<file path="src/rtl/tdm_pkg.sv">
// Shared types and constants for the TDM demultiplexer.
// Define TDM_DEMUX_PARITY_EN to append an even-parity bit after the last slot.
package tdm_pkg;

  typedef enum logic {
    HUNT = 1'b0,
    RUN  = 1'b1
  } state_t;

  localparam int unsigned CH_DEF = 4;
  localparam int unsigned W_DEF  = 8;

`ifdef TDM_DEMUX_PARITY_EN
  localparam bit PARITY_EN = 1'b1;
`else
  localparam bit PARITY_EN = 1'b0;
`endif

  // Serial bits per frame, including the parity bit when present.
  function automatic int unsigned frame_len(input int unsigned ch, input int unsigned w);
    return ch * w + (PARITY_EN ? 32'd1 : 32'd0);
  endfunction

endpackage

</file>
<file path="src/rtl/tdm_slot_counter.sv">
// Bit/slot position tracker for one TDM frame; counters hold the position of
// the next bit to be sampled. i_clear restarts at frame start, i_step advances.
module tdm_slot_counter
  import tdm_pkg::*;
#(
  parameter int unsigned CH = CH_DEF,
  parameter int unsigned W  = W_DEF
) (
  input  logic clk,
  input  logic rst_n,
  input  logic i_clear,
  input  logic i_step,
  output logic o_frame_start_c,
  output logic o_frame_end_c,
  output logic o_parity_slot_c
);

  localparam int unsigned BW = $clog2(W);
  localparam int unsigned SW = $clog2(CH);

  logic [BW-1:0] r_bit_cnt;
  logic [SW-1:0] r_slot_cnt;
  logic          r_par_slot;
  logic [BW-1:0] w_bit_cnt;
  logic [SW-1:0] w_slot_cnt;
  logic          w_par_slot;

  // Clear takes effect before the step, so clear+step lands on bit 1 of slot 0.
  always_comb begin
    w_bit_cnt  = i_clear ? '0 : r_bit_cnt;
    w_slot_cnt = i_clear ? '0 : r_slot_cnt;
    w_par_slot = i_clear ? 1'b0 : r_par_slot;
    if (i_step) begin
      if (w_par_slot) begin
        w_par_slot = 1'b0;
      end else if (w_bit_cnt == BW'(W - 1)) begin
        w_bit_cnt = '0;
        if (w_slot_cnt == SW'(CH - 1)) begin
          w_slot_cnt = '0;
          w_par_slot = PARITY_EN;
        end else begin
          w_slot_cnt = w_slot_cnt + SW'(1);
        end
      end else begin
        w_bit_cnt = w_bit_cnt + BW'(1);
      end
    end
  end

  always_ff @(posedge clk) begin
    if (!rst_n) begin
      r_bit_cnt  <= '0;
      r_slot_cnt <= '0;
      r_par_slot <= 1'b0;
    end else begin
      r_bit_cnt  <= w_bit_cnt;
      r_slot_cnt <= w_slot_cnt;
      r_par_slot <= w_par_slot;
    end
  end

  assign o_frame_start_c = !r_par_slot && (r_bit_cnt == '0) && (r_slot_cnt == '0);
  assign o_frame_end_c   = !r_par_slot && (r_bit_cnt == BW'(W - 1)) && (r_slot_cnt == SW'(CH - 1));
  assign o_parity_slot_c = r_par_slot;

endmodule

</file>
<file path="src/rtl/tdm_demux.sv">
// Serial TDM demultiplexer: locks to fsync and deserializes CH slots of W bits.
// Optional trailing even-parity bit enabled by TDM_DEMUX_PARITY_EN.
module tdm_demux
  import tdm_pkg::*;
#(
  parameter int unsigned CH = CH_DEF,
  parameter int unsigned W  = W_DEF
) (
  input  logic          clk,
  input  logic          rst_n,
  input  logic          en,
  input  logic          din,
  input  logic          fsync,
  output logic [CH*W-1:0] dout,
  output logic          frame_valid,
  output logic          locked,
  output logic          err
);

  localparam int unsigned DW = CH * W;

  state_t        r_state;
  logic [DW-1:0] r_shadow;
  logic [DW-1:0] r_dout;
  logic          r_frame_valid;
  logic          r_err;
  logic          r_locked;
  logic          r_par_acc;

  state_t        w_state_nxt;
  logic [DW-1:0] w_shadow;
  logic [DW-1:0] w_shifted;
  logic [DW-1:0] w_dout;
  logic          w_frame_valid;
  logic          w_err;
  logic          w_locked;
  logic          w_par_acc;
  logic          w_clear;
  logic          w_step;
  logic          w_frame_start;
  logic          w_frame_end;
  logic          w_parity_slot;

  tdm_slot_counter #(.CH(CH), .W(W)) u_slot_counter (
    .clk             (clk),
    .rst_n           (rst_n),
    .i_clear         (w_clear),
    .i_step          (w_step),
    .o_frame_start_c (w_frame_start),
    .o_frame_end_c   (w_frame_end),
    .o_parity_slot_c (w_parity_slot)
  );

  // Slot 0 arrives first so it ends up in the top of the shift register.
  function automatic logic [DW-1:0] remap(input logic [DW-1:0] s);
    logic [DW-1:0] v;
    v = '0;
    for (int k = 0; k < int'(CH); k++) begin
      v[k*W +: W] = s[(int'(CH) - 1 - k)*W +: W];
    end
    return v;
  endfunction

  // Next-state and datapath decisions, evaluated only on en edges.
  always_comb begin
    w_state_nxt   = r_state;
    w_shadow      = r_shadow;
    w_dout        = r_dout;
    w_frame_valid = 1'b0;
    w_err         = 1'b0;
    w_locked      = r_locked;
    w_par_acc     = r_par_acc;
    w_clear       = 1'b0;
    w_step        = 1'b0;
    w_shifted     = {r_shadow[DW-2:0], din};
    if (en) begin
      unique case (r_state)
        HUNT: begin
          if (fsync) begin
            w_shadow    = w_shifted;
            w_par_acc   = din;
            w_clear     = 1'b1;
            w_step      = 1'b1;
            w_state_nxt = RUN;
            w_locked    = 1'b1;
          end
        end
        RUN: begin
          if (w_frame_start) begin
            if (fsync) begin
              w_shadow  = w_shifted;
              w_par_acc = din;
              w_clear   = 1'b1;
              w_step    = 1'b1;
            end else begin
              w_err       = 1'b1;
              w_locked    = 1'b0;
              w_state_nxt = HUNT;
              w_clear     = 1'b1;
            end
          end else if (fsync) begin
            // Misplaced marker: abandon the partial frame and restart on this bit.
            w_err     = 1'b1;
            w_shadow  = w_shifted;
            w_par_acc = din;
            w_clear   = 1'b1;
            w_step    = 1'b1;
          end else if (w_parity_slot) begin
            w_step = 1'b1;
            if (r_par_acc ^ din) begin
              w_err = 1'b1;
            end else begin
              w_dout        = remap(r_shadow);
              w_frame_valid = 1'b1;
            end
          end else begin
            w_shadow  = w_shifted;
            w_par_acc = r_par_acc ^ din;
            w_step    = 1'b1;
            if (w_frame_end && !PARITY_EN) begin
              w_dout        = remap(w_shifted);
              w_frame_valid = 1'b1;
            end
          end
        end
        default: w_state_nxt = HUNT;
      endcase
    end
  end

  always_ff @(posedge clk) begin
    if (!rst_n) begin
      r_state       <= HUNT;
      r_shadow      <= '0;
      r_dout        <= '0;
      r_frame_valid <= 1'b0;
      r_err         <= 1'b0;
      r_locked      <= 1'b0;
      r_par_acc     <= 1'b0;
    end else begin
      r_state       <= w_state_nxt;
      r_shadow      <= w_shadow;
      r_dout        <= w_dout;
      r_frame_valid <= w_frame_valid;
      r_err         <= w_err;
      r_locked      <= w_locked;
      r_par_acc     <= w_par_acc;
    end
  end

  assign dout        = r_dout;
  assign frame_valid = r_frame_valid;
  assign locked      = r_locked;
  assign err         = r_err;

endmodule

</file>
<file path="config.mk">
export PLATFORM = sky130hd
export DESIGN_NAME = tdm_demux
export DESIGN_NICKNAME = d
export VERILOG_FILES = /design/src/rtl/tdm_pkg.sv /design/src/rtl/tdm_slot_counter.sv /design/src/rtl/tdm_demux.sv
export SDC_FILE = /design/constraint.sdc
export NUM_CORES = 1
export LEC_CHECK = 0
export CORE_MARGIN = 4
export CORE_UTILIZATION = 35
export DETAILED_ROUTE_END_ITERATION = 10
export GPL_TIMING_DRIVEN = 0
export PLACE_DENSITY_LB_ADDON = 0.05
export SYNTH_ARGS = -nofsm -noshare
export SYNTH_HDL_FRONTEND = slang
export SYNTH_SLANG_ARGS = --single-unit
</file>
<file path="constraint.sdc">
create_clock -name clk -period 2.4 [get_ports clk]
set_clock_uncertainty 0.2 [all_clocks]
set_input_delay 0.6 -clock clk [delete_from_list [all_inputs] [get_ports clk]]
set_output_delay 0.6 -clock clk [all_outputs]
set_load 0.01 [all_outputs]
</file>
# [After elaboration in Yosys (flattened, before gate mapping)]
# Cells that the tools add are included.
[totals] register_bits=75 latchBits=0 ram_bits=0 mem_bits_ro=0 in_bits=5 output_inout_bits=35 elab_cells=83 memories=0
[op_classes] addsub=2 multipliers=0 n_div=0 n_lt_le_gt_ge=0 eq_ne=9 shift=0 mux=42 bitwise_logic=6 reduce_logical=14
[ops] op="$mux W32" count=7
[ops] op="$pmux W32 S2" count=1
[ops] op="$mux W1" count=21
[ops] op="$mux W3" count=4
[ops] op="$mux W2" count=5
[ops] op="$pmux W1 S2" count=4
[ops] op="$eq A3 B3 Y1 const B" count=2
[ops] op="$ne A2 B2 Y1 const B" count=3
[ops] op="$reduce_and A6 Y1" count=1
[ops] op="$not A1 Y1" count=5
[ops] op="$reduce_or A5 Y1" count=1
[ops] op="$eq A2 B2 Y1 const B" count=2
[ops] op="$logic_and A1 B1 Y1" count=4
[ops] op="$ne A4 B3 Y1 const B" count=1
[ops] op="$reduce_and A4 Y1" count=1
[ops] op="$add A3 B1 Y3 const B" count=1
[ops] op="$logic_not A3 Y1" count=1
[ops] op="$reduce_and A3 Y1" count=1
[ops] op="$add A2 B1 Y2 const B" count=1
[ops] op="$logic_not A2 Y1" count=1
[ops] op="$ne A2 B1 Y1 const B" count=1
[ops] op="$reduce_and A2 Y1" count=1
[ops] op="$reduce_bool A2 Y1" count=1
[ops] op="$reduce_or A2 Y1" count=1
[ops] op="other kinds (2)" count=2

# [Depth between registers and ports, before layout]
# Gate-level depths: netlist of run 1.
[logic_depth] ltp_word=12 ltp_mapped=8 mapped_depth_nobuf=7

# [Cells and area by module]
# From an unflattened synthesis of run 1, not the netlist that was laid out.
[unflattened] cells_unflattened=354 hier_area_um2=3474.6
[modules_own_cells] module="tdm_demux" instances=1 cells_per_inst=315 area_each_um2=3104.2
[modules_own_cells] module="tdm_slot_counter" instances=1 cells_per_inst=39 area_each_um2=370.4

# [Worst setup path before layout of run 1]
# Ideal clock, no wire load.
[synth_path] kind="input to register" from="in fsync" to="reg r_par_acc" t_arrival_ns=1.938 required_time_ns=2.085 path_slack_ns=0.147 path_stages=6 cell_sequence="clkbuf_1 or3_1 o221a_4 buf_6 and3_1 o21a_1"
[synth_between] elab_chain_cells=3
[synth_rtl] item="start: declaration" line_no="tdm_demux.sv:13" text="input logic fsync,"
[synth_rtl] item="$mux W1, on equally long branches"
[synth_rtl] item="$mux W1" line_no="tdm_demux.sv:89" text="if (w_frame_start) begin"
[synth_rtl] item="$pmux W1 S2" line_no="tdm_demux.sv:77" text="unique case (r_state)"
[synth_rtl] item="end signal: assignment" line_no="tdm_demux.sv:147" text="r_par_acc <= w_par_acc;"
[synth_rtl] item="end: declaration" line_no="tdm_demux.sv:28" text="logic r_par_acc;"
# Several ways; a longest one is shown, not always the timed one.
# A chain may end at the register's enable or synchronous reset.

# [Final worst setup path of run 1]
[layout_path] from="in din" to="reg r_dout[14] (netlist: dout[14])"
[layout_between] elab_chain_cells=3
[layout_rtl] item="start: declaration" line_no="tdm_demux.sv:12" text="input logic din,"
[layout_rtl] item="$xor A1 B1 Y1" line_no="tdm_demux.sv:110" text="if (r_par_acc ^ din) begin"
[layout_rtl] item="$ne A2 B2 Y1 (no line)"
[layout_rtl] item="$reduce_and A6 Y1 (no line)"
[layout_rtl] item="end signal: assignment" line_no="tdm_demux.sv:143" text="r_dout <= w_dout;"
[layout_rtl] item="end: declaration" line_no="tdm_demux.sv:24" text="logic [DW-1:0] r_dout;"
# Every way passes these cells.

==> results of run 1 <==
[timing repair]
item	4_1_cts	5_1_grt
setup endpoints to repair	32	32
pin swaps	0	0
resized for setup	6	13
[kinds of logic after synthesis]
kind of cell | after synthesis | synth area share [%]
xor+xnor | 2 | 0.5202
flops | 75 | 44.58
buf+inv | 36 | 5.498
simple gates | 125 | 18.16
fa+ha+maj | 2 | 0.7428
compound gates | 82 | 20.99
mux | 32 | 9.510
[per-stage QoR]
stage               hold WS [ns]  utilization (%)  worst slack [ns]  cells  TNS [ns]
finish                    0.2585            44.74           0.07720    535         0
global route              0.2724            44.74          -0.01028    535  -0.03501
CTS                       0.2582            44.38          0.003592    535         0
detailed placement        0.2462            42.01           -0.7103    520    -19.85
global placement          0.2451            42.01           -0.6729    520    -19.21
floorplan                 0.2347                -            0.1469    354         0
[flip-flops by register name, indices dropped and copies added (netlist names), 2 cells and up]
register,count
u_slot_counter.r_slot_cnt,2
dout,32
u_slot_counter.r_bit_cnt,3
r_shadow,32
[worst max-delay path, cell delays in order]
cell	delay, ns
clkdlybuf4s50_1	0.59
xor2_2	0.23
a21oi_4	0.13
and3_1	0.21
buf_2	0.17
clkbuf_4	0.20
o211a_1	0.22
[metal layers]
metal / wire length [um] / vias to the layer above / part of all wire (%)
li1: - / 1372 / -
met1: 4327 / 1261 / 53
met2: 3473 / 38 / 43
met3: 253 / 11 / 3.1
met4: 88 / 0 / 1.1
met5: 0 / - / 0
[worst max-delay path by stage]
stage / startpoint / end / slack, ns / depth (start not counted)
2_1_floorplan: fsync / r_par_acc$_SDFFE_PN0P_ / 0.15 / 6
3_3_place_gp: din / dout[28]$_SDFFE_PN0P_ / -0.67 / 7
3_5_place_dp: din / dout[28]$_SDFFE_PN0P_ / -0.71 / 7
4_1_cts: din / dout[11]$_SDFFE_PN0P_ / 0.004 / 6
5_1_grt: din / dout[24]$_SDFFE_PN0P_ / -0.01 / 7
6_report: din / dout[14]$_SDFFE_PN0P_ / 0.08 / 7
[cell usage in the layout, fill, tap and decap left out, types with 2 or more instances in the layout]
cell	instances
a21boi_0	6
a21boi_1	30
a21oi_1	3
and2_1	4
and3_1	5
buf_2	2
buf_6	6
clkbuf_1	18
clkbuf_2	5
clkbuf_4	3
clkbuf_8	12
clkdlybuf4s50_1	36
clkinv_2	2
dfxtp_1	75
ha_1	2
mux2i_1	32
nand2_1	72
nand3_1	2
nand4_1	32
nor2b_1	2
o211a_1	32
o21ai_0	3
or3_1	2
[report_power, final]
| group | total (W) | switching (W) | internal [W] |
|---|---|---|---|
| clock | 0.00104 | 0.000475 | 0.000563 |
| sequential | 0.00125 | 0.00000475 | 0.00125 |
| combinational | 0.000140 | 0.0000895 | 0.0000506 |
[area by class of cell]
type,count,area share [%]
plain buffers,34,4.639
clock buffers,12,3.976
clock inverters,4,1.145
inverters,1,0.09036
repair buffers,37,8.976
well taps,129,3.886
multi-input cells,243,41.14
flip-flops and latches,75,36.14
==> key figures, run 1 <==
Outcome
  – Status: finished clean

Worst hold path
  – Hold depth: 2
  – Hold WC Path Type: register to register
  – Hold path endpoint: r_shadow[31]$_SDFFE_PN0P_
  – Hold Path Origin: r_shadow[31]$_SDFFE_PN0P_

Global routing
  – Met2 Use GR: 21.90%
  – Largest net degree at the start of global routing: 13
  – First-pass GRT wire length: 13,380 um
  – Vias in the first global route: 2,576
  – GR Layer Usage met1: 21.31%
  – Global route overflow: 0
  – All-layer global routing usage: 14.75%
  – Initial antenna violation count: 0
  – Met3 Usage GRT: 3.522%
  – GRT busiest layer: met2

Yosys
  – Main synth FF type: dfxtp_1
  – Most numerous cell in the Yosys netlist: dfxtp_1
  – Synth top area share: 44.58%
  – Top cells by count, synth: dfxtp_1, nand2_1, mux2i_1, nand4_1, o211a_1
  – Gate Count Post-Synth: 354
  – Area leader, netlist: dfxtp_1
  – Synth Warn #: 0
  – Sequential area share after synthesis: 44.58%
  – Post-synth EDFFs: 0
  – Post-synthesis cell type count: 32
  – Net Count, Synth: 361
  – Synth top area cells: dfxtp_1, mux2i_1, o211a_1, nand2_1, a21boi_1
  – Post-synth ARST share: 0%
  – Syn avg cell area: 9.515 um2
  – Netlist Area Pre-Place: 3368 um2
  – #FFs+latches synth: 75

CTS
  – TritonCTS sink count: 75
  – Post-CTS setup repair buffer count: 0
  – Root Buffer: clkbuf_8
  – Skew-Pair Late Insertion Delay: 0.34 ns
  – Clk slew on worst S/H paths: 0.08 ns
  – TritonCTS clock tree: built
  – Clk buf depth: 2
  – Hold_buf cts: 0
  – H-tree levels: 3
  – TritonCTS buffer count: 9

Critical path
  – Setup crit end kind: register
  – Reg-to-reg setup timing slack: 0.30 ns
  – Data arrival time of the worst path: 2.36 ns
  – Critical-path maximum fanout: 10
  – Worst reg2reg startpoint: u_slot_counter.o_parity_slot_c$_SDFF_PP0_
  – WS Path Type: primary input to register
  – Crit path launch type: primary input
  – Req. time, crit path: 2.44 ns
  – Reg2Reg Depth: 8
  – Worst r2r dst: r_shadow[29]$_SDFFE_PN0P_

Finish
  – N_diodes: 0
  – Area Overhead vs Synth: 23.33%
  – Fill count: 947
  – Final Cell Area: 4154 um2
  – Area of the multi-input gates: 1709 um2
  – Sequential Area: 1501 um2
  – Layout Nets: 408
  – Layout cells sized above 1: 10.10%

STA
  – Tcrit/Tclk final: 96.78%
  – Rel. slew slack: 51.50%
  – Period minus WS final: 2.323 ns
  – Least-Margin Pin Slew: 0.7276 ns
  – Final Hold Fails: 0
  – Finish-stage setup viols: 0
  – Max-slew violations: 0
  – Max Fclk: 430.5 MHz

Power
  – Total power: 0.002431 W
  – Static leakage: 1.742 nW
  – Cell Pwr Density: 585.3 nW/um2
  – Worst vdd ir: 0.2469 mV

Drt
  – Via density: 5.013
  – Post-route DRC: 0
  – Routed len/inst: 15.22 um
  – Via count: 2,682
  – Antenna-violating nets left: 0
  – DR iter-0 viols: 125
  – DRT Pass-1 Iters: 4
  – Total wire length: 8142 um

Floorplanning
  – Top Ports: 40
  – DIE WIDTH: 106.1 um
  – FP Rows: 35
  – Die height: 106.1 um
  – CORE AREA: 9284 um2
  – Initial Util: 36.28%
  – Die area: 11,260 um2

Flow run
  – Max Cap Viol: 0

Place
  – Post-DP HPWL: 5605 um
  – Port bufs: 37
  – Post-placement cell area: 3900 um2
  – RD Place Congestion: 0.7189
Power figures use the tool's default switching activity.
==> run 2, diff against run 1 <==
GPL_TIMING_DRIVEN = not set   (was 0)
TNS_END_PERCENT = 30   (was not set)
==> run 2 against run 1 <==
  * Setup slack improved by 0.098 ns
  * Combinational power rose by 4%
  * Total power fell by 4.3%
  * Critical path depth fell by 1
  * Largest cell class unchanged
  * Design area barely moved
  * Sequential share of layout area barely moved
  * Die area did not move
  * Register-to-register slack improved by 0.08 ns
  * Critical path type unchanged
  * Largest power group unchanged
  * Critical endpoint is now r_shadow[2]$_SDFFE_PN0P_
==> key figures, run 2 (synthesis results as in run 1) <==
Finish
  – Layout Cells excl Fill: 528
  – Layout Nets: 401
  – Layout cells sized above 1: 12.28%
  – N_diodes: 0
  – Most frequent cells in the layout: dfxtp_1, nand2_1, clkdlybuf4s50_1
  – Area Overhead vs Synth: 23.29%
  – Most common cell after layout, fill and taps aside: dfxtp_1

Critical path
  – Critical path depth: 6
  – Max incr delay on CP: 0.48 ns
  – Req. time, crit path: 2.47 ns
  – Reg2Reg Depth: 5
  – Largest delay share family, worst path: buffers and inverters
  – Data arrival time of the worst path: 2.29 ns
  – Crit path launch type: primary input
  – Crit path buf inv count: 2
  – Worst reg2reg startpoint: u_slot_counter.o_parity_slot_c$_SDFF_PP0_
  – Reg-to-reg setup timing slack: 0.38 ns
  – Critical-path maximum fanout: 9
  – Setup crit start: fsync
  – Crit path cell chain: clkdlybuf4s50_1 -> or3_1 -> o221ai_4 -> buf_4 -> nand2_1 -> a21boi_0
  – WS Path Type: primary input to register
  – Worst r2r dst: dout[23]$_SDFFE_PN0P_
  – Slowest cell on crit path: or3_1
  – Setup crit end kind: register
  – Critical Path End: r_shadow[2]$_SDFFE_PN0P_

Global routing
  – First-pass GRT wire length: 13,350 um
  – Largest net degree at the start of global routing: 34
  – Initial antenna violation count: 0
  – All-layer global routing usage: 14.57%
  – Vias in the first global route: 2,692
  – Global route overflow: 0

Drt
  – DR iter-0 viols: 126
  – Routed len/inst: 14.79 um
  – Via density: 5.119
  – Antenna-violating nets left: 0
  – Total wire length: 7811 um
  – DRT Pass-1 Iters: 4
  – Via count: 2,703
  – Post-route DRC: 0

STA
  – Finish-stage setup viols: 0
  – Max-slew violations: 0
  – Final Hold Fails: 0
  – RSZ-0062 raised after global routing: no
  – Least-Margin Pin Slew: 0.3859 ns
  – Rel. slew slack: 74.27%
  – Tcrit/Tclk final: 92.68%
  – Max Fclk: 449.6 MHz
  – Period minus WS final: 2.224 ns

Floorplanning
  – CORE AREA: 9284 um2
  – Die area: 11,260 um2
  – Initial Util: 36.28%
  – FP Rows: 35
  – Top Ports: 40
  – Die height: 106.1 um
  – DIE WIDTH: 106.1 um

Power
  – Total power: 0.002326 W
  – Static leakage: 1.761 nW
  – Worst vdd ir: 0.3492 mV
  – Cell Pwr Density: 560.2 nW/um2

CTS
  – PostCTS Resize Cnt: 0
  – Hold_buf cts: 0
  – TritonCTS buffer count: 9
  – Root Buffer: clkbuf_8
  – Post-CTS setup repair buffer count: 0
  – TritonCTS sink count: 75
  – Skew-Pair Late Insertion Delay: 0.35 ns
  – TritonCTS clock tree: built
  – Clk buf depth: 2
  – H-tree levels: 3
  – Clk slew on worst S/H paths: 0.08 ns

Flow run
  – Max Cap Viol: 0

Outcome
  – Status: finished clean

Worst hold path
  – Hold WC Path Type: register to register

Place
  – RD Place Congestion: 0.8192
  – Post-DP HPWL: 5126 um
  – Port bufs: 39
  – Dpl cells: 512
[run 2: cell types whose count changed in the layout (fill, tap and decap cells not counted), sizes merged]
cell / change
clkinvlp: -1
clkbuf: -26
clkdlybuf4s50: +2
bufinv: -1
dlymetal6s2s: -1
clkinv: +2
buf: +18
[run 2: worst min-delay path, delay by kind of cell, from the launching register on]
kind	cells	cell delay (ns)
AND/OR/NAND/NOR	1	0.05
AO/OA/AOI/OAI	1	0.05
flip-flops	1	0.31
[run 2: cell type report]
cell class / count / area, um2
inverters: 1 / 3.754
clock inverters: 4 / 23.77
multi-input cells: 243 / 1685
repair buffers: 64 / 610.6
flip-flops and latches: 75 / 1503
clock buffers: 12 / 165.2
well taps: 129 / 161.4
fillers: 945 / 5131
[run 2: report_power, final]
group | switching [W] | internal (W)
sequential | 0.00000478 | 0.00125
combinational | 0.0000845 | 0.0000608
clock | 0.000470 | 0.000457
total | 0.000560 | 0.00177
[run 2: how the worst min path moves through the flow]
| stage | to | start | slack (ns) | depth (start not counted) |
|---|---|---|---|---|
| floorplan | r_shadow[31]$_SDFFE_PN0P_ | r_shadow[31]$_SDFFE_PN0P_ | 0.23 | 2 |
| global placement | r_shadow[31]$_SDFFE_PN0P_ | r_shadow[31]$_SDFFE_PN0P_ | 0.25 | 2 |
| detailed placement | r_shadow[31]$_SDFFE_PN0P_ | r_shadow[31]$_SDFFE_PN0P_ | 0.25 | 2 |
| CTS | r_shadow[31]$_SDFFE_PN0P_ | r_shadow[31]$_SDFFE_PN0P_ | 0.27 | 2 |
| global route | r_shadow[31]$_SDFFE_PN0P_ | r_shadow[31]$_SDFFE_PN0P_ | 0.29 | 2 |
| finish | r_shadow[31]$_SDFFE_PN0P_ | r_shadow[31]$_SDFFE_PN0P_ | 0.26 | 2 |
[run 2: metrics by stage]
stage	hold slack, ns	worst slack (ns)	cell area (um2)	setup TNS (ns)	utilization (%)
detailed placement	0.2536	-0.1629	3964	-4.488	42.70
global route	0.2886	0.04611	4153	0	44.73
CTS	0.2655	0.1854	4153	0	44.73
finish	0.2608	0.1756	4153	0	44.73
global placement	0.2461	-0.1256	3964	-3.887	42.70
floorplan	0.2347	0.1469	3368	0	-
[run 2: layer usage]
| metal | global-route usage [%] | wire length, um |
|---|---|---|
| met1 | 19.53 | 3988 |
| met4 | 5.643 | 144 |
| met5 | 0 | 0 |
| met3 | 3.704 | 249 |
| met2 | 22.44 | 3428 |
==> run 3, diff against run 2 <==
CTS_BUF_LIST = sky130_fd_sc_hd__clkbuf_16   (was not set)
==> run 3 against run 2 <==
  * Critical path depth did not move
  * First-iteration DRC count fell by 12%
  * Cell count did not move
  * Largest cell class unchanged
==> key figures, run 3 (synthesis results as in run 1) <==
CTS
  – Hold_buf cts: 0
  – Skew-Pair Late Insertion Delay: 0.33 ns
  – H-tree levels: 3
  – TritonCTS buffer count: 9
  – Root Buffer: clkbuf_16
  – Clk slew on worst S/H paths: 0.06 ns
  – TritonCTS sink count: 75
  – Clk buf depth: 2
  – TritonCTS clock tree: built
  – Post-CTS setup repair buffer count: 0
  – PostCTS Resize Cnt: 0

Place
  – Post-placement cell area: 3964 um2
  – Port bufs: 39
  – RD Place Congestion: 0.8192
  – Post-DP HPWL: 5126 um
  – Dpl ws: -0.1629 ns

Floorplanning
  – FP Rows: 35
  – Initial Util: 36.28%
  – Die area: 11,260 um2
  – Top Ports: 40
  – DIE WIDTH: 106.1 um
  – CORE AREA: 9284 um2
  – Die height: 106.1 um

STA
  – Hold WS: 0.2570 ns
  – Setup_tns: 0 ns
  – Finish-stage setup viols: 0
  – Final Hold Fails: 0
  – RSZ-0062 raised after global routing: no
  – Tcrit/Tclk final: 93.85%
  – Max Fclk: 444.0 MHz
  – Rel. slew slack: 74.25%
  – Max-slew violations: 0
  – Least-Margin Pin Slew: 0.3862 ns
  – Period minus WS final: 2.252 ns
  – Setup ws final: 0.1476 ns

Drt
  – Via density: 5.172
  – Total wire length: 7780 um
  – DRT Pass-1 Iters: 4
  – Antenna-violating nets left: 0
  – Post-route DRC: 0
  – DR iter-0 viols: 111
  – Routed len/inst: 14.73 um
  – Via count: 2,731

Global routing
  – First-pass GRT wire length: 13,370 um
  – All-layer global routing usage: 14.52%
  – Initial antenna violation count: 0
  – Vias in the first global route: 2,717
  – Global route overflow: 0
  – Largest net degree at the start of global routing: 34

Critical path
  – Data arrival time of the worst path: 2.29 ns
  – Setup crit end kind: register
  – Reg-to-reg setup timing slack: 0.40 ns
  – Req. time, crit path: 2.44 ns
  – Critical-path maximum fanout: 9
  – WS Path Type: primary input to register
  – Crit path launch type: primary input

Worst hold path
  – Hold WC Path Type: register to register

Power
  – Sw frac: 22.94%
  – Internal: 0.001996 W
  – Total power: 0.002590 W
  – Worst vdd ir: 0.3531 mV
  – Psw: 0.0005941 W
  – Static leakage: 1.790 nW
  – Flop pwr share: 48.5%
  – Cell Pwr Density: 613.2 nW/um2
  – Clk network pwr share: 45.9%
  – Part of the power in combinational logic: 5.6%

Finish
  – Fill count: 933
  – Most frequent cells in the layout: dfxtp_1, nand2_1, clkdlybuf4s50_1
  – Layout Nets: 401
  – Final Cell Area: 4224 um2
  – Most common cell after layout, fill and taps aside: dfxtp_1
  – N_diodes: 0
  – Area Overhead vs Synth: 25.41%
  – Layout cells sized above 1: 11.53%

Outcome
  – Status: finished clean

Flow run
  – Max Cap Viol: 0
==> run 3: power groups by stage <==
stage	sequential [W]	combinational (W)	clock, W
after floorplan	0.00128	0.0000938	0
after global placement	0.00128	0.000147	0
after detailed placement	0.00128	0.000147	0
after CTS	0.00126	0.000147	0.00124
after global routing	0.00126	0.000160	0.00129
final	0.00126	0.000145	0.00119
==> run 3: layout make-up <==
cell class / instances / area, um2 / area share (%)
clock buffer: 9 / 225.2 / 5.332
inverter: 1 / 3.754 / 0.08886
timing repair buffer: 64 / 610.6 / 14.45
sequential: 75 / 1503 / 35.57
multi-input combinational: 243 / 1685 / 39.90
clock inverter: 7 / 35.03 / 0.8294
tap: 129 / 161.4 / 3.821
==> run 3: per-stage QoR <==
| step | cells | util, % |
|---|---|---|
| 2_1_floorplan | 354 | - |
| 3_3_place_gp | 512 | 42.70 |
| 6_report | 528 | 45.50 |
| 3_5_place_dp | 512 | 42.70 |
| 4_1_cts | 528 | 45.50 |
| 5_1_grt | 528 | 45.50 |
==> run 3: metal layers <==
layer  routed length (um)  vias up  track usage, %
met5                    0        -               0
met1                 3947     1324           19.59
li1                     -     1355               -
met3                  264       12           3.886
met4                  114        0           4.810
met2                 3453       40           22.44
==> run 3: worst paths after layout <==
check / start / endpoint / depth (start not counted)
worst max-delay path: fsync / r_shadow[2]$_SDFFE_PN0P_ / 6
worst min-delay path: r_shadow[31]$_SDFFE_PN0P_ / r_shadow[31]$_SDFFE_PN0P_ / 2
worst max register to register: u_slot_counter.o_parity_slot_c$_SDFF_PP0_ / dout[23]$_SDFFE_PN0P_ / 5
worst min register to register: r_shadow[31]$_SDFFE_PN0P_ / r_shadow[31]$_SDFFE_PN0P_ / 2
==> run 3: worst max-delay path, cell delays in order <==
cell	delay [ns]
clkdlybuf4s50_1	0.47
or3_1	0.49
o221ai_4	0.27
buf_4	0.22
nand2_1	0.06
a21boi_0	0.18
==> RTL edit 1 (flow settings as in run 1) <==
The option `TDM_DEMUX_PARITY_EN` is turned on by a define.
--- a/src/rtl/tdm_pkg.sv
+++ b/src/rtl/tdm_pkg.sv
@@ -1,5 +1,7 @@
 // Shared types and constants for the TDM demultiplexer.
 // Define TDM_DEMUX_PARITY_EN to append an even-parity bit after the last slot.
+`define TDM_DEMUX_PARITY_EN
+
 package tdm_pkg;
 
   typedef enum logic {
Formal check against the unedited RTL: no difference found for any inputs over 4 cycles, from zero or initial values and one cycle with rst_n low; that may be too few to reach the edited logic, so the function may still have changed.
==> RTL edit 1 against run 1 <==
  * Count of clock-buffer cells in the layout down 3
  * Wire length down 26%
  * Register-to-register slack worse by 0.06 ns
  * Sequential cell count unchanged
  * Final cell count down 12%
  * Power up 8.9%
  * Clock power up 22%
  * Synthesized area down 16%
  * Worst setup slack better by 0.15 ns
  * Final area down 13%
  * Sequential power about the same
  * Critical path depth unchanged
  * Largest cell class is now registers
  * Largest power group is now clock
==> RTL edit 1: results (changes against run 1) <==
| Metric | Value |
|---|---|
| Run status | complete, no violations |
| Share of post-route cells with drive strength above 1 | 8.67% (-1.4 points) |
| Peak VDD IR | 0.000393 V (+59%) |
| Crit Path Max Fanout | 10 (unchanged) |
| Vias in the first global route | 2,180 (-15%) |
| Synth unique cells | 36 (+13%) |
| Critical-path top delay cell | clkdlybuf4s50_1 |
| Met2 Routed Length | 2690 microns (-23%) |
| Commonest cells post-synth | nand2_1, dfxtp_1, a21oi_1, mux2i_1, clkbuf_1 |
| Post-DR wirelength/cell | 12.8 microns (-16%) |
| Via count | 2,235 (-17%) |
| IO buf count | 37 (unchanged) |
| Post-synth EDFFs | 0 (unchanged) |
| Leakage Power | 0.00129 uW (-26%) |
| Synth async-reset ratio | 0% (unchanged) |
| Primary FF master, synth | dfxtp_1 |
| Filler Cells Inserted | 789 (-17%) |
| Initial antenna violation count | 0 (unchanged) |
| WL met1 | 2990 microns (-31%) |
| Syn_nets | 324 (-10%) |
| Drt first-iter violations | 55 (-56%) |
| CP peak stage delay | 0.55 ns (-0.04 ns) |
| Largest net degree at the start of global routing | 14 (+1) |
| Routability-driven placement congestion ratio | 0.808 (+12%) |
| WL met3 | 261 microns (+3.2%) |
| CTS buffer count | 9 (unchanged) |
| Total track usage | 13.2% (-1.6 points) |
| Nets | 372 (-8.8%) |
| Uppermost layer routed | met4 |
| Crit path DAT | 2.25 ns (-0.11 ns) |
| Wire length of the first global-routing pass | 10,200 microns (-24%) |
| Worst-path clk slew | 0.08 ns (about the same) |
| H-tree level count | 3 (unchanged) |
| HPWL after detailed placement | 4200 microns (-25%) |
| Top cells by area, synth | dfxtp_1, nand2_1, mux2i_1 |
| Slew margin rel. | 67.2% (+16 points) |
| Worst Hold Class | reg2reg |
| Buffer count from post-CTS setup fixing | 0 (unchanged) |
| Number of diodes | 0 (unchanged) |
| Maximum clock path buffer count | 2 (unchanged) |
| Clk Latency, worst-skew pair | 0.34 ns (about the same) |
| CP delay by family, top | buffers and inverters |
| YS warnings | 0 (unchanged) |
| Clock Root Buffer | clkbuf_8 |
| Drt pass-1 iters | 4 (unchanged) |
| Register area share after synthesis | 52.8% (+8.2 points) |
RTL edit 1: cells by family after synthesis:
family                     synth area share [%]
DFF                                        52.8
muxes                                      12.0
adders and majority gates                  1.32
and+or+nand+nor                            19.7
AOI/OAI and AO/OA                          8.84
xor gates and xnor gates                  0.308
buffers and inverters                      5.06
RTL edit 1: through the flow:
step	area [sq um]	instances	setup WS [ns]	util, %	setup TNS (ns)
2_1_floorplan	2840	316	0.301	-	0
3_3_place_gp	3340	455	-0.364	42.8	-19.50
3_5_place_dp	3340	455	-0.389	42.8	-19.50
4_1_cts	3610	471	0.0184	46.2	0
5_1_grt	3610	471	0.0526	46.3	0
6_report	3610	471	0.230	46.3	0
RTL edit 1: per-layer routing:
metal,vias to the layer above,track usage [%]
li1,1157,-
met5,-,0
met3,8,4.21
met4,0,4.41
met1,1027,17.0
met2,43,20.9
RTL edit 1: final timing paths:
path                                                  start          end  slack, ns  cells past startpoint
worst max-delay path                                    din     dout[30]       0.23                      7
worst min-delay path                                dout[0]      dout[0]       0.25                      2
worst max register to register  u_slot_counter.r_bit_cnt[0]  r_shadow[1]       0.24                      7
worst min register to register                      dout[0]      dout[0]       0.25                      2
RTL edit 1: repair_timing:
item	CTS	global route
resized for setup	1	8
hold buffers	0	0
gates cloned	0	0
endpoints found under the setup margin	3	39
RTL edit 1: final cells by class:
cell class | count | share of cell area [%]
Multi-Input combinational cell | 218 | 33.2
Buffer | 21 | 3.91
Inverter | 2 | 0.208
Timing Repair Buffer | 37 | 10.3
Sequential cell | 75 | 41.5
Clock buffer | 9 | 3.43
Clock inverter | 7 | 3.84
Tap cell | 102 | 3.53
RTL edit 1: power by group:
part	switching (uW)	internal (uW)	total (uW)	leakage, uW
combinational	68.9	49.9	119	0.000551
sequential	5.12	1250	1250	0.000605
clock	479	796	1270	0.000134
==> RTL edit 2 (config.mk and constraints of run 1) <==
Without the edit above. Take the reset off `r_dout` and load it in a clocked block of its own.
--- a/src/rtl/tdm_demux.sv
+++ b/src/rtl/tdm_demux.sv
@@ -132,7 +132,6 @@
     if (!rst_n) begin
       r_state       <= HUNT;
       r_shadow      <= '0;
-      r_dout        <= '0;
       r_frame_valid <= 1'b0;
       r_err         <= 1'b0;
       r_locked      <= 1'b0;
@@ -140,12 +139,15 @@
     end else begin
       r_state       <= w_state_nxt;
       r_shadow      <= w_shadow;
-      r_dout        <= w_dout;
       r_frame_valid <= w_frame_valid;
       r_err         <= w_err;
       r_locked      <= w_locked;
       r_par_acc     <= w_par_acc;
     end
+  end
+
+  always_ff @(posedge clk) begin
+    r_dout <= w_dout;
   end
 
   assign dout        = r_dout;
Behaviour: same outputs for any inputs over 4 cycles, from zero or initial values and one cycle with rst_n low; that may be too few to reach the edited logic, so the function may still have changed.
==> RTL edit 2 against run 1 <==
  * Fmax is 0.75% higher
  * Largest cell class is now registers
  * Sequential cell count stayed put
  * Register-to-register slack worse by 0.12 ns
  * Worst setup slack better by 0.017 ns
  * Wire length is 21% lower
  * Power is 1.1% lower
  * Synthesized area is 7.5% lower
  * Final area is 6.1% lower
  * Non-clock buffer count is 14 lower
  * Critical path depth is 2 lower
==> RTL edit 2: results (changes against run 1) <==
| Metric | Value |
|---|---|
| Commonest cells post-synth | nand2_1, dfxtp_1, edfxtp_1, mux2_2, a21boi_1 |
| HPWL after detailed placement | 3920 microns (-30%) |
| Clock Root Buffer | clkbuf_8 |
| Syn_nets | 279 (-23%) |
| Worst-path clk slew | about 0.070 ns |
| YS warnings | 0 (unchanged) |
| Crit path DAT | 2.15 ns (-0.21 ns) |
| Number of diodes | 0 (unchanged) |
| Hold path depth | 2 (unchanged) |
| Syn Inst Count | 272 (-23%) |
| Worst Hold Launch | r_shadow[31] |
| Crit Path Max Fanout | 17 (+7) |
| Worst Hold Class | reg2reg |
| CTS buffer count | 9 (unchanged) |
| Critical path startpoint | din |
| Reg2Reg Depth | 6 (-2) |
| Placed cell areas | 3620 sq um (-7.2%) |
| Maximum clock path buffer count | 2 (unchanged) |
| Total track usage | 13.3% (-1.4 points) |
| Peak VDD IR | 0.000237 V (-3.8%) |
| Vias in the first global route | 2,001 (-22%) |
| Post-DR wirelength/cell | 14.7 microns (-3.6%) |
| Via count | 2,076 (-23%) |
| RR Startpoint | u_slot_counter.o_parity_slot_c |
| Post-synth EDFFs | 32 (+32) |
| Primary FF master, synth | dfxtp_1 |
| Drt pass-1 iters | 4 (unchanged) |
| Wire length of the first global-routing pass | 10,600 microns (-21%) |
| Synth async-reset ratio | 0% (unchanged) |
| Run status | complete, no violations |
| Routability-driven placement congestion ratio | 0.784 (+9.0%) |
| DP Worst Slack | -0.669 ns (+0.0418 ns) |
| Register area share after synthesis | 58.5% (+14 points) |
| Synth unique cells | 34 (+6.3%) |
| Nets | 331 (-19%) |
| Drt first-iter violations | 59 (-53%) |
| Hold EP | r_shadow[31] |
| IO buf count | 37 (unchanged) |
| Placed Cells | 417 (-20%) |
| H-tree level count | 3 (unchanged) |
| Share of post-route cells with drive strength above 1 | 20.1% (+10 points) |
| Largest net degree at the start of global routing | 18 (+5) |
| CP endpoint | dout[27] |
| Setup ws final | 0.0946 ns (+0.0174 ns) |
| Min Hold Slack | 0.258 ns (-0.000876 ns) |
| Filler Cells Inserted | 837 (-12%) |
| Setup slack, reg-to-reg | 0.18 ns (-0.12 ns) |
| Crit Reg-Reg Endpoint | frame_valid |
| Vias per cell | 4.75 (-5.2%) |
| Psw | 533 uW (-6.4%) |
| Initial antenna violation count | 0 (unchanged) |
| Slew margin rel. | 53.7% (+2.2 points) |
| Leakage Power | 0.00140 uW (-19%) |
| Clk Latency, worst-skew pair | 0.34 ns (about the same) |
| Top cells by area, synth | edfxtp_1, dfxtp_1, mux2_2 |
## RTL edit 2: cell families (layout without fill, tap and decap cells)
family	Yosys count	in the layout	share of synthesized area (%)
simple gates	94	95	13.1
flops	75	75	58.5
compound gates	48	48	11.8
mux	33	33	11.9
buf+inv	18	74	3.33
fa+ha+maj	2	2	0.803
xor+xnor	2	2	0.563
## RTL edit 2: repair_timing
action | in CTS | in global routing
hold buffers | 0 | 0
setup buffers | 0 | 3
resized for setup | 3 | 2
setup endpoints to repair | 33 | 33
cloned | 1 | 0
pin swaps | 1 | 2
## RTL edit 2: cell type report
type                    count  area (sq um)  share of cell area [%]
plain buffers              17           101                    2.60
clock buffers              11           141                    3.63
clock inverters             5          53.8                    1.38
inverters                   1          3.75                  0.0962
multi-input cells         180          1210                    31.1
flip-flops and latches     75          1820                    46.7
well taps                 108           135                    3.46
repair buffers             40           430                    11.0
## RTL edit 2: per-layer routing
metal	global-route usage (%)	wire length [microns]	vias up
met1	17.8	3110	980
met4	6.26	97	0
li1	-	-	1057
met5	0	0	-
met2	20.2	2980	31
met3	3.34	222	8
## RTL edit 2: power by group through the flow
| stage | combinational, uW | clock [uW] | sequential [uW] |
|---|---|---|---|
| 2_1_floorplan | 69.9 | 0 | 1360 |
| 3_3_place_gp | 101 | 0 | 1360 |
| 3_5_place_dp | 101 | 0 | 1360 |
| 4_1_cts | 104 | 1000 | 1330 |
| 5_1_grt | 113 | 1060 | 1330 |
| 6_report | 102 | 972 | 1330 |
## RTL edit 2: worst max-delay path: stages
cell	delay (ns)
clkdlybuf4s50_1	0.47
xor2_1	0.18
a221oi_2	0.41
and4b_4	0.32
buf_12	0.16
